==> config.mk <==
export PLATFORM = sky130hd
export DESIGN_NAME = multi_tick_gen
export DESIGN_NICKNAME = d
export VERILOG_FILES = /design/src/rtl/multi_tick_gen.sv
export SDC_FILE = /design/constraint.sdc
export NUM_CORES = 1
export LEC_CHECK = 0
export CAP_MARGIN = 20
export CELL_PAD_IN_SITES_DETAIL_PLACEMENT = 1
export CELL_PAD_IN_SITES_GLOBAL_PLACEMENT = 2
export CORE_MARGIN = 4
export CORE_UTILIZATION = 38
export DETAILED_ROUTE_END_ITERATION = 6
export DONT_BUFFER_PORTS = 1
export PLACE_DENSITY_LB_ADDON = 0.08
export SYNTH_ARGS = -nofsm -noshare
export SYNTH_HDL_FRONTEND = slang
export SYNTH_SLANG_ARGS = --single-unit
==> constraint.sdc <==
create_clock -name clock -period 13.75 [get_ports clock]
set_input_delay 3.4375 -clock clock [delete_from_list [all_inputs] [get_ports clock]]
set_output_delay 3.4375 -clock clock [all_outputs]
set_load 0.02 [all_outputs]
==> src/rtl/multi_tick_gen.sv <==
// Multi-channel programmable tick generator: per-channel divisor,
// phase counter, one-cycle tick pulse, optional square wave and tick total.
//
// Ports:
//   clock, reset     : rising-edge clock, async active-high reset
//   enable           : global run enable (low freezes all channels)
//   clear_all        : synchronous restart of every phase counter
//   div_we/div_sel/div_data : divisor write strobe, channel index, value
//   mode[CHANNELS]   : per-channel square-wave toggle enable
//   tick[CHANNELS]   : registered one-cycle pulse per channel
//   square[CHANNELS] : registered square wave, period 2(D+1)
//   tick_count       : flattened per-channel tick totals (wrap silently)
//   phase_out        : phase of channel div_sel, 0 when out of range
module multi_tick_gen #(
  parameter int CHANNELS    = 4,
  parameter int DIV_WIDTH   = 32,
  parameter int CNT_WIDTH   = 32,
  parameter int DIV_DEFAULT = 2000000
) (
  input  logic                          clock,
  input  logic                          reset,
  input  logic                          enable,
  input  logic                          clear_all,
  input  logic                          div_we,
  input  logic [3:0]                    div_sel,
  input  logic [DIV_WIDTH-1:0]          div_data,
  input  logic [CHANNELS-1:0]           mode,
  output logic [CHANNELS-1:0]           tick,
  output logic [CHANNELS-1:0]           square,
  output logic [CHANNELS*CNT_WIDTH-1:0] tick_count,
  output logic [DIV_WIDTH-1:0]          phase_out
);

  logic [CHANNELS-1:0][DIV_WIDTH-1:0] div_q, div_d;
  logic [CHANNELS-1:0][DIV_WIDTH-1:0] ph_q, ph_d;
  logic [CHANNELS-1:0][CNT_WIDTH-1:0] cnt_q, cnt_d;
  logic [CHANNELS-1:0]                tick_q, tick_d;
  logic [CHANNELS-1:0]                sq_q, sq_d;
  logic [CHANNELS-1:0]                wr;

  // Out-of-range div_sel matches no channel, so the write is dropped.
  always_comb begin
    wr = '0;
    for (int n = 0; n < CHANNELS; n++) begin
      wr[n] = div_we && (div_sel == 4'(n));
    end
  end

  always_comb begin
    div_d  = div_q;
    ph_d   = ph_q;
    cnt_d  = cnt_q;
    sq_d   = sq_q;
    tick_d = '0;
    for (int n = 0; n < CHANNELS; n++) begin
      if (wr[n]) begin
        div_d[n] = div_data;
      end
      // Write and clear both restart the phase and beat terminal count.
      if (clear_all || wr[n]) begin
        ph_d[n] = '0;
      end else if (enable) begin
        if (ph_q[n] == div_q[n]) begin
          ph_d[n]   = '0;
          tick_d[n] = 1'b1;
          cnt_d[n]  = cnt_q[n] + CNT_WIDTH'(1);
          if (mode[n]) begin
            sq_d[n] = ~sq_q[n];
          end
        end else begin
          ph_d[n] = ph_q[n] + DIV_WIDTH'(1);
        end
      end
    end
  end

  always_ff @(posedge clock or posedge reset) begin
    if (reset) begin
      for (int n = 0; n < CHANNELS; n++) begin
        div_q[n] <= DIV_WIDTH'(DIV_DEFAULT);
      end
      ph_q   <= '0;
      cnt_q  <= '0;
      sq_q   <= '0;
      tick_q <= '0;
    end else begin
      div_q  <= div_d;
      ph_q   <= ph_d;
      cnt_q  <= cnt_d;
      sq_q   <= sq_d;
      tick_q <= tick_d;
    end
  end

  always_comb begin
    phase_out = '0;
    for (int n = 0; n < CHANNELS; n++) begin
      if (div_sel == 4'(n)) begin
        phase_out = ph_q[n];
      end
    end
  end

  assign tick       = tick_q;
  assign square     = sq_q;
  assign tick_count = cnt_q;

endmodule

==> results of run 1 <==
critical path: stages:
cell    delay [ns]
nor2_2        0.49
buf_4         0.35
and2_1        0.29
where the power goes:
group / internal [W] / switching, W / total, W
Sequential: 0.00127 / 0.0000899 / 0.00136
Clock: 0.000723 / 0.000518 / 0.00124
Combinational: 0.000152 / 0.000178 / 0.000330
Total: 0.00214 / 0.000786 / 0.00293
sequential cells by signal (all words and copies together) (netlist names):
name and flops:
ph_q 128, tick_count 128, square 4, tick 4, div_q 128
synthesized netlist by cell type (3+ instances only):
| library cell | count | share of area |
|---|---|---|
| dfrtp_1 | 364 | 0.44 |
| nand2_1 | 175 | 0.032 |
| xnor2_1 | 161 | 0.068 |
| mux2_2 | 132 | 0.072 |
| xor2_1 | 126 | 0.053 |
| nand3_1 | 104 | 0.025 |
| nand4_1 | 98 | 0.030 |
| clkbuf_1 | 71 | 0.013 |
| nor2_1 | 69 | 0.012 |
| o21ai_0 | 65 | 0.016 |
| nor3_1 | 57 | 0.014 |
| and2_1 | 51 | 0.015 |
| a21oi_1 | 50 | 0.012 |
| inv_1 | 45 | 0.0081 |
| and3_1 | 43 | 0.013 |
| nor4_1 | 32 | 0.0096 |
| mux4_2 | 31 | 0.034 |
| dfstp_2 | 28 | 0.035 |
| and4_1 | 27 | 0.011 |
| mux2i_1 | 27 | 0.013 |
| a31oi_1 | 22 | 0.0066 |
| buf_2 | 20 | 0.0048 |
| a22o_1 | 18 | 0.0076 |
| a21o_1 | 16 | 0.0058 |
| or2_2 | 10 | 0.0030 |
| or3_1 | 9 | 0.0027 |
| a211oi_1 | 8 | 0.0029 |
| ha_1 | 8 | 0.0048 |
| nor4_2 | 7 | 0.0042 |
| o311ai_0 | 5 | 0.0021 |
| or4_1 | 5 | 0.0018 |
| clkbuf_2 | 4 | 0.00096 |
| nand2b_1 | 4 | 0.0012 |
| nand3b_1 | 4 | 0.0014 |
| nor4_4 | 4 | 0.0041 |
| nor4b_1 | 4 | 0.0017 |
| o22ai_1 | 4 | 0.0012 |
| nor3_2 | 3 | 0.0014 |
worst min-delay path by stage:
stage                     depth (start not counted)  slack (ns)                endpoint
after floorplan                                   1        0.49    ph_q[63]$_DFFE_PP0P_
after CTS                                         1        0.53  div_q[104]$_DFFE_PP0P_
after global routing                              1        0.54   div_q[99]$_DFFE_PP0P_
after global placement                            1        0.51  div_q[101]$_DFFE_PP0P_
final                                             1        0.53   div_q[62]$_DFFE_PP0P_
after detailed placement                          1        0.51  div_q[104]$_DFFE_PP0P_
logic make-up after synthesis:
group           Yosys count  synth area share
buf+inv                 144            0.0282
compound gates          199            0.0587
mux                     191             0.120
fa+ha+maj                 8           0.00482
flops                   392             0.474
xor+xnor                288             0.122
simple gates            724             0.192
through the flow:
stage / instance area (um^2) / power [W]
global route: 23000 / 0.00305
detailed placement: 21500 / 0.00171
finish: 23000 / 0.00293
CTS: 23000 / 0.00297
floorplan: 20800 / 0.00160
global placement: 21400 / 0.00169
routing by layer:
| metal | wire length [um] | vias up | global-route usage | part of all wire |
|---|---|---|---|---|
| li1 | - | 6903 | - | - |
| met1 | 31200 | 8143 | 0.327 | 0.43 |
| met2 | 34200 | 404 | 0.400 | 0.47 |
| met3 | 4620 | 112 | 0.0513 | 0.064 |
| met4 | 2570 | 0 | 0.0862 | 0.035 |
| met5 | 0 | - | 0 | 0 |
final cells by class:
class / count / area [um^2] / area share
Antenna cell: 1 / 2.50 / 0.000109
Clock buffer: 77 / 1460 / 0.0635
Clock inverter: 8 / 58.8 / 0.00256
Inverter: 45 / 173 / 0.00751
Multi-Input combinational cell: 1410 / 10400 / 0.451
Sequential cell: 392 / 9840 / 0.428
Tap cell: 696 / 871 / 0.0379
Timing Repair Buffer: 20 / 203 / 0.00882
==> flow_summary.ini, run 1 <==
[sta]
hold-worst-slack_ns = 0.526
rsz0062_at_grt = false
finalHoldViolCount = 0
min_period_over_period = 0.583
finalMaxSlewViolations = 0
period_needed_ns = 8.02
skew_ns = 0.0312
tightestPinTransition_ns = 1.10
fmax_mhz = 125
fin_ws_ns = 5.73
max_slew_margin = 0.266
setup_tns_ns = 0
finalSetupViolCount = 0

[cells_and_area]
fillCellCount = 5821
area_growth_pct = 10.8
layout.cells.non_filler = 2649
drive_above_1_share = 0.168
final_util = 0.426
final_common_cell = dfrtp_1
layout.nets = 1970
final_cell_mix = 364 x dfrtp_1, 175 x nand2_1, 161 x xnor2_1

[place]
dp_slack_ns = 5.71
numPortBuffers = 0
placed_cells = 2563
dp_hpwl_um = 53700
routabilityCongestion = 0.918

[detailed_routing]
drt_pass1_iterations = 5
dr_total_vias = 15600
routed_wl_um = 72600
drtAntennaViolNets = 0
routedWlPerCell_um = 27.4
drt-initial-drc-count = 920
drc_errors = 0
viasPerCell = 5.87

[yosys]
ys_types = 65
syn_area_um2 = 20800
synth-edff-count = 0
synthCells = 1946
yosys_warnings = 0
synthesis.nets = 1999
ys.flop_type = dfrtp_1
synthArstFlopShare = 1.00
yosys_register_bits = 392
synth.avg_cell_area_um2 = 10.7
yosysSeqAreaShare = 0.474

[global_routing]
grt_pass1_wl_um = 109000
grt_pass1_vias = 16000
grt_max_degree = 157
grt_use_total = 0.246
grt_overflow = 0
antenna_found_initial = 6

[cts]
cts_tree = built
cts_buffers = 48
clockBufferDepth = 3
cts-root-buf = clkbuf_16
cts_resized = 0
clk-insertion-delay-late_ns = 0.60
htree_levels = 2
clk_pin_slew_ns = 0.05
cts_setup_buffers = 0
clock-sinks = 392
cts-hold-fix-buffers = 0

[run_status]
outcome = finished, final reports clean

[setup_path]
rr_startpoint = ph_q[92]$_DFFE_PP0P_
critPathKind = input port to output port
worstReg2RegEnd = tick_count[92]$_DFFE_PP0P_
arrival_ns = 4.58
startpoint = div_sel[3]
r2r_slack_ns = 10.28
required_ns = 10.31
end_kind = output port
reg2regPathDepth = 6
startpoint_type = input port
path_max_fanout = 22
crit_end = phase_out[7]

[die]
die_y_um = 242
fp.dieW_um = 242
num_rows = 85
num_io_pins = 213
start_util = 0.385
core_um2 = 53900
dieArea_um2 = 58400

[run]
cap_violations = 0

[pwr]
p_leak_nw = 9.66
p_per_area_nw_per_um2 = 127
ir_worst_vdd_mv = 0.0909

[min_path]
hold_class = register to register
holdCritStartpoint = div_q[62]$_DFFE_PP0P_
No activity file was read; power rests on OpenSTA's default activity.
==> run 2: changes to the inputs <==
==> constraint.sdc (replaced) <==
create_clock -name clock -period 7.37 [get_ports clock]
set_input_delay 1.8425 -clock clock [delete_from_list [all_inputs] [get_ports clock]]
set_output_delay 1.8425 -clock clock [all_outputs]
set_load 0.02 [all_outputs]
==> run 2 against run 1 <==
Against the previous run:
- clock skew shrank 0.0097 ns
- clock power increased by 94%
- sequential cell count unchanged
- sequential power grew 86%
- final area grew 0.42%
- first-iteration DRC count is 1.8% higher
- clock-buffer cell count grew 2
- sequential share of layout area shrank 0.18 points
- register-to-register slack worse by 6.5 ns
- cell count grew 0.49%
==> flow_summary.ini, run 2 (synthesis gave the netlist of run 1 again) <==
[die]
core_um2 = 53900
num_rows = 85
die_y_um = 242
start_util = 0.385
fp.dieW_um = 242
num_io_pins = 213
dieArea_um2 = 58400

[detailed_routing]
dr_total_vias = 15500
drt_pass1_iterations = 5
drt-initial-drc-count = 937
routed_wl_um = 72300
routedWlPerCell_um = 27.1
drtAntennaViolNets = 0
viasPerCell = 5.83
drc_errors = 0

[sta]
period_needed_ns = 4.85
min_period_over_period = 0.658
rsz0062_at_grt = false
max_slew_margin = 0.312
fmax_mhz = 206
hold-worst-slack_ns = 0.525
skew_ns = 0.0215
tightestPinTransition_ns = 1.02
setup_tns_ns = 0
finalMaxSlewViolations = 0
finalHoldViolCount = 0
finalSetupViolCount = 0

[cells_and_area]
fillCellCount = 5836
ff_latch_area_um2 = 9840
area_growth_pct = 11.3
drive_above_1_share = 0.172
multi_input_area_um2 = 10400
final_common_cell = dfrtp_1
final_cell_mix = 364 x dfrtp_1, 175 x nand2_1, 161 x xnor2_1
layout.cells.non_filler = 2662
layout.nets = 1976

[setup_path]
startpoint_type = input port
critPathKind = input port to output port
end_kind = output port
required_ns = 5.53
arrival_ns = 3.00
r2r_slack_ns = 3.82
reg2regPathDepth = 6
path_max_fanout = 21

[pwr]
ir_worst_vdd_mv = 0.149
p_sw_frac = 0.268
clkPwrFrac = 0.433
power.switching_w = 0.00148
p_per_area_nw_per_um2 = 240
power_frac_comb = 0.111
p_leak_nw = 9.71
internal_power_w = 0.00406
p_seq_frac = 0.456

[min_path]
hold_path_depth = 1
hold_class = register to register

[global_routing]
grt_pass1_vias = 16100
grt_use_total = 0.244
grt_overflow = 0
grt_pass1_wl_um = 110000
antenna_found_initial = 4
grt_max_degree = 72

[cts]
clk-insertion-delay-late_ns = 0.60
clockBufferDepth = 3
cts-hold-fix-buffers = 0
cts-root-buf = clkbuf_16
htree_levels = 2
cts_resized = 0
cts_tree = built
cts_buffers = 50
cts_setup_buffers = 0
clock-sinks = 392
clk_pin_slew_ns = 0.06

[place]
numPortBuffers = 0
dp_hpwl_um = 53700
routabilityCongestion = 0.923
placed_cells = 2566

[run]
cap_violations = 0

[run_status]
outcome = finished, final reports clean
==> run 2: cell types whose count changed in the layout (fill, tap and decap cells not counted), moves of 2 or more <==
cell	delta
buf_4	+5
clkbuf_16	+2
clkbuf_8	-3
clkbuf_1	+3
clkinv_2	+3
clkinvlp_4	+3
==> run 2: worst max-delay path: stages <==
cell	delay (ns)
nor2_2	0.49
buf_4	0.36
and2_1	0.30
==> run 2: final cells by class <==
| cell class | count | area share |
|---|---|---|
| diodes | 1 | 0.000108 |
| clock buffers | 79 | 0.0641 |
| clock inverters | 15 | 0.00547 |
| inverters | 45 | 0.00748 |
| multi-input cells | 1410 | 0.450 |
| flip-flops and latches | 392 | 0.426 |
| well taps | 696 | 0.0377 |
| repair buffers | 24 | 0.00921 |
==> run 2: path summary, 6_finish.rpt <==
| check | start | to |
|---|---|---|
| max in group asynchronous | reset | tick_count[116]$_DFFE_PP0P_ |
| max | div_sel[3] | phase_out[18] |
| min in group asynchronous | reset | ph_q[74]$_DFFE_PP0P_ |
| min reg2reg | div_q[72]$_DFFE_PP0P_ | div_q[72]$_DFFE_PP0P_ |
| max reg2reg | ph_q[92]$_DFFE_PP0P_ | ph_q[87]$_DFFE_PP0P_ |
| min | div_q[72]$_DFFE_PP0P_ | div_q[72]$_DFFE_PP0P_ |
==> run 2: power groups by stage <==
stage          Sequential (W)  Combinational (W)  Clock [W]
2_1_floorplan         0.00252           0.000462          0
3_3_place_gp          0.00255           0.000603          0
3_5_place_dp          0.00256           0.000621          0
4_1_cts               0.00253           0.000624    0.00247
5_1_grt               0.00255           0.000663    0.00257
6_report              0.00253           0.000615    0.00240
==> run 2: metal layers <==
layer,track usage,share of wire
met2,0.407,0.48
met4,0.0726,0.028
met5,0,0
met1,0.330,0.44
met3,0.0417,0.053
==> run 2: through the flow <==
| stage | power (W) | area, um^2 | worst slack, ns | util |
|---|---|---|---|---|
| 5_1_grt | 0.00578 | 23100 | 2.45 | 0.428 |
| 6_report | 0.00554 | 23100 | 2.52 | 0.428 |
| 2_1_floorplan | 0.00298 | 20800 | 0.276 | - |
| 3_5_place_dp | 0.00318 | 21500 | 2.50 | 0.398 |
| 3_3_place_gp | 0.00315 | 21400 | 2.57 | 0.398 |
| 4_1_cts | 0.00562 | 23100 | 2.52 | 0.428 |
==> run 3: changes to the inputs <==
--- a/config.mk
+++ b/config.mk
@@ -9,7 +9,7 @@
 export CELL_PAD_IN_SITES_DETAIL_PLACEMENT = 1
 export CELL_PAD_IN_SITES_GLOBAL_PLACEMENT = 2
 export CORE_MARGIN = 4
-export CORE_UTILIZATION = 38
+export CORE_UTILIZATION = 40
 export DETAILED_ROUTE_END_ITERATION = 6
 export DONT_BUFFER_PORTS = 1
 export PLACE_DENSITY_LB_ADDON = 0.08
==> constraint.sdc (replaced) <==
create_clock -name clock -period 4.9 [get_ports clock]
set_input_delay 1.225 -clock clock [delete_from_list [all_inputs] [get_ports clock]]
set_output_delay 1.225 -clock clock [all_outputs]
set_load 0.02 [all_outputs]
==> run 3 against run 2 <==
Against the previous run:
- combinational power up 42%
- utilization rose by 2.4 points
- cell count shrank 0.79%
- clock skew increased by 0.0021 ns
- register-to-register slack worse by 2.2 ns
- clock-buffer cell count decreased by 10
- sequential share of layout area decreased by 0.24 points
- sequential power up 50%
==> flow_summary.ini, run 3 (synthesis gave the netlist of run 1 again) <==
[setup_path]
reg2regPathDepth = 6
required_ns = 3.67
arrival_ns = 2.33
end_kind = output port
critPathKind = input port to output port
r2r_slack_ns = 1.62
worstReg2RegEnd = tick_count[88]$_DFFE_PP0P_
rr_startpoint = ph_q[81]$_DFFE_PP0P_
path_max_fanout = 21
crit_end = phase_out[5]
startpoint_type = input port
startpoint = div_sel[3]

[detailed_routing]
drc_errors = 0
met2_length_um = 34400
drt-initial-drc-count = 1048
dr_total_vias = 15700
routed_wl_um = 72200
route.met3.wl_um = 3700
drtAntennaViolNets = 0
drt_pass1_iterations = 5
routedWlPerCell_um = 27.3
wl_met1_um = 31900
top_layer_used = met4
viasPerCell = 5.95

[cells_and_area]
final_util = 0.453
layout.nets = 1976
area_growth_pct = 11.9
drive_above_1_share = 0.174
layout.cells.non_filler = 2641
fillCellCount = 5539
design_area_um2 = 23200
final_common_cell = dfrtp_1
final_cell_mix = 364 x dfrtp_1, 175 x nand2_1, 161 x xnor2_1

[run]
cap_violations = 0

[place]
dp_hpwl_um = 52900
routabilityCongestion = 0.876
dpl-instance-area_um2 = 21500
numPortBuffers = 0
placed_cells = 2553

[cts]
cts_tree = built
cts_buffers = 47
cts_setup_buffers = 0
clock-sinks = 392
clk_pin_slew_ns = 0.05
cts_resized = 0
clk-insertion-delay-late_ns = 0.60
htree_levels = 2
clockBufferDepth = 3
cts-root-buf = clkbuf_16
cts-hold-fix-buffers = 0

[sta]
hold-worst-slack_ns = 0.527
finalMaxSlewViolations = 0
fmax_mhz = 281
rsz0062_at_grt = false
finalSetupViolCount = 0
period_needed_ns = 3.55
tightestPinTransition_ns = 0.832
max_slew_margin = 0.445
finalHoldViolCount = 0
min_period_over_period = 0.725
skew_ns = 0.0236

[die]
start_util = 0.405
fp.dieW_um = 236
num_io_pins = 213
num_rows = 83
core_um2 = 51300
die_y_um = 236
dieArea_um2 = 55600

[global_routing]
grt_max_degree = 101
grt_use_total = 0.255
antenna_found_initial = 2
grt_overflow = 0
grt_pass1_wl_um = 109000
grt_pass1_vias = 16000

[pwr]
p_sw_frac = 0.253
internal_power_w = 0.00637
p_seq_frac = 0.447
p_per_area_nw_per_um2 = 367
ir_worst_vdd_mv = 0.324
power_frac_comb = 0.103
p_leak_nw = 9.80
clkPwrFrac = 0.451
power.switching_w = 0.00215

[min_path]
hold_class = register to register

[run_status]
outcome = finished, final reports clean
## run 3: critical path, stage by stage
cell and delay, ns:
nor2_2 0.45, buf_4 0.35, and2_1 0.30
## run 3: cell type report
type,instances,area (um^2),share of cell area
Antenna cell,1,2.50,0.000108
Clock buffer,69,1430,0.0616
Clock inverter,17,260,0.0112
Inverter,45,173,0.00744
Multi-Input combinational cell,1410,10400,0.447
Sequential cell,392,9840,0.424
Tap cell,680,851,0.0366
Timing Repair Buffer,27,285,0.0123
## run 3: how the worst min path moves through the flow
stage | depth (start not counted) | slack, ns | to | from
global placement | 1 | 0.51 | div_q[99]$_DFFE_PP0P_ | div_q[99]$_DFFE_PP0P_
floorplan | 1 | 0.49 | ph_q[63]$_DFFE_PP0P_ | ph_q[63]$_DFFE_PP0P_
CTS | 1 | 0.53 | div_q[119]$_DFFE_PP0P_ | div_q[119]$_DFFE_PP0P_
finish | 1 | 0.53 | div_q[64]$_DFFE_PP0P_ | div_q[64]$_DFFE_PP0P_
detailed placement | 1 | 0.51 | div_q[119]$_DFFE_PP0P_ | div_q[119]$_DFFE_PP0P_
global route | 1 | 0.54 | div_q[11]$_DFFE_PP0P_ | div_q[11]$_DFFE_PP0P_
## run 3: through the flow
step,setup slack (ns),setup TNS [ns],total power (W)
final,1.35,0,0.00852
after global routing,1.23,0,0.00888
after CTS,1.33,0,0.00862
after detailed placement,1.24,0,0.00474
after global placement,1.36,0,0.00470
after floorplan,-1.58,-577.42,0.00448
## run 3: power groups by stage
stage	sequential [W]	clock (W)	combinational, W
finish	0.00380	0.00384	0.000876
floorplan	0.00379	0	0.000694
global route	0.00384	0.00408	0.000960
CTS	0.00380	0.00394	0.000882
global placement	0.00384	0	0.000856
detailed placement	0.00386	0	0.000877
## run 3: metal layers
metal  GRT usage  vias up
met3      0.0462      107
met4      0.0723        0
met5           0        -
li1            -     6914
met2       0.415      392
met1       0.351     8288
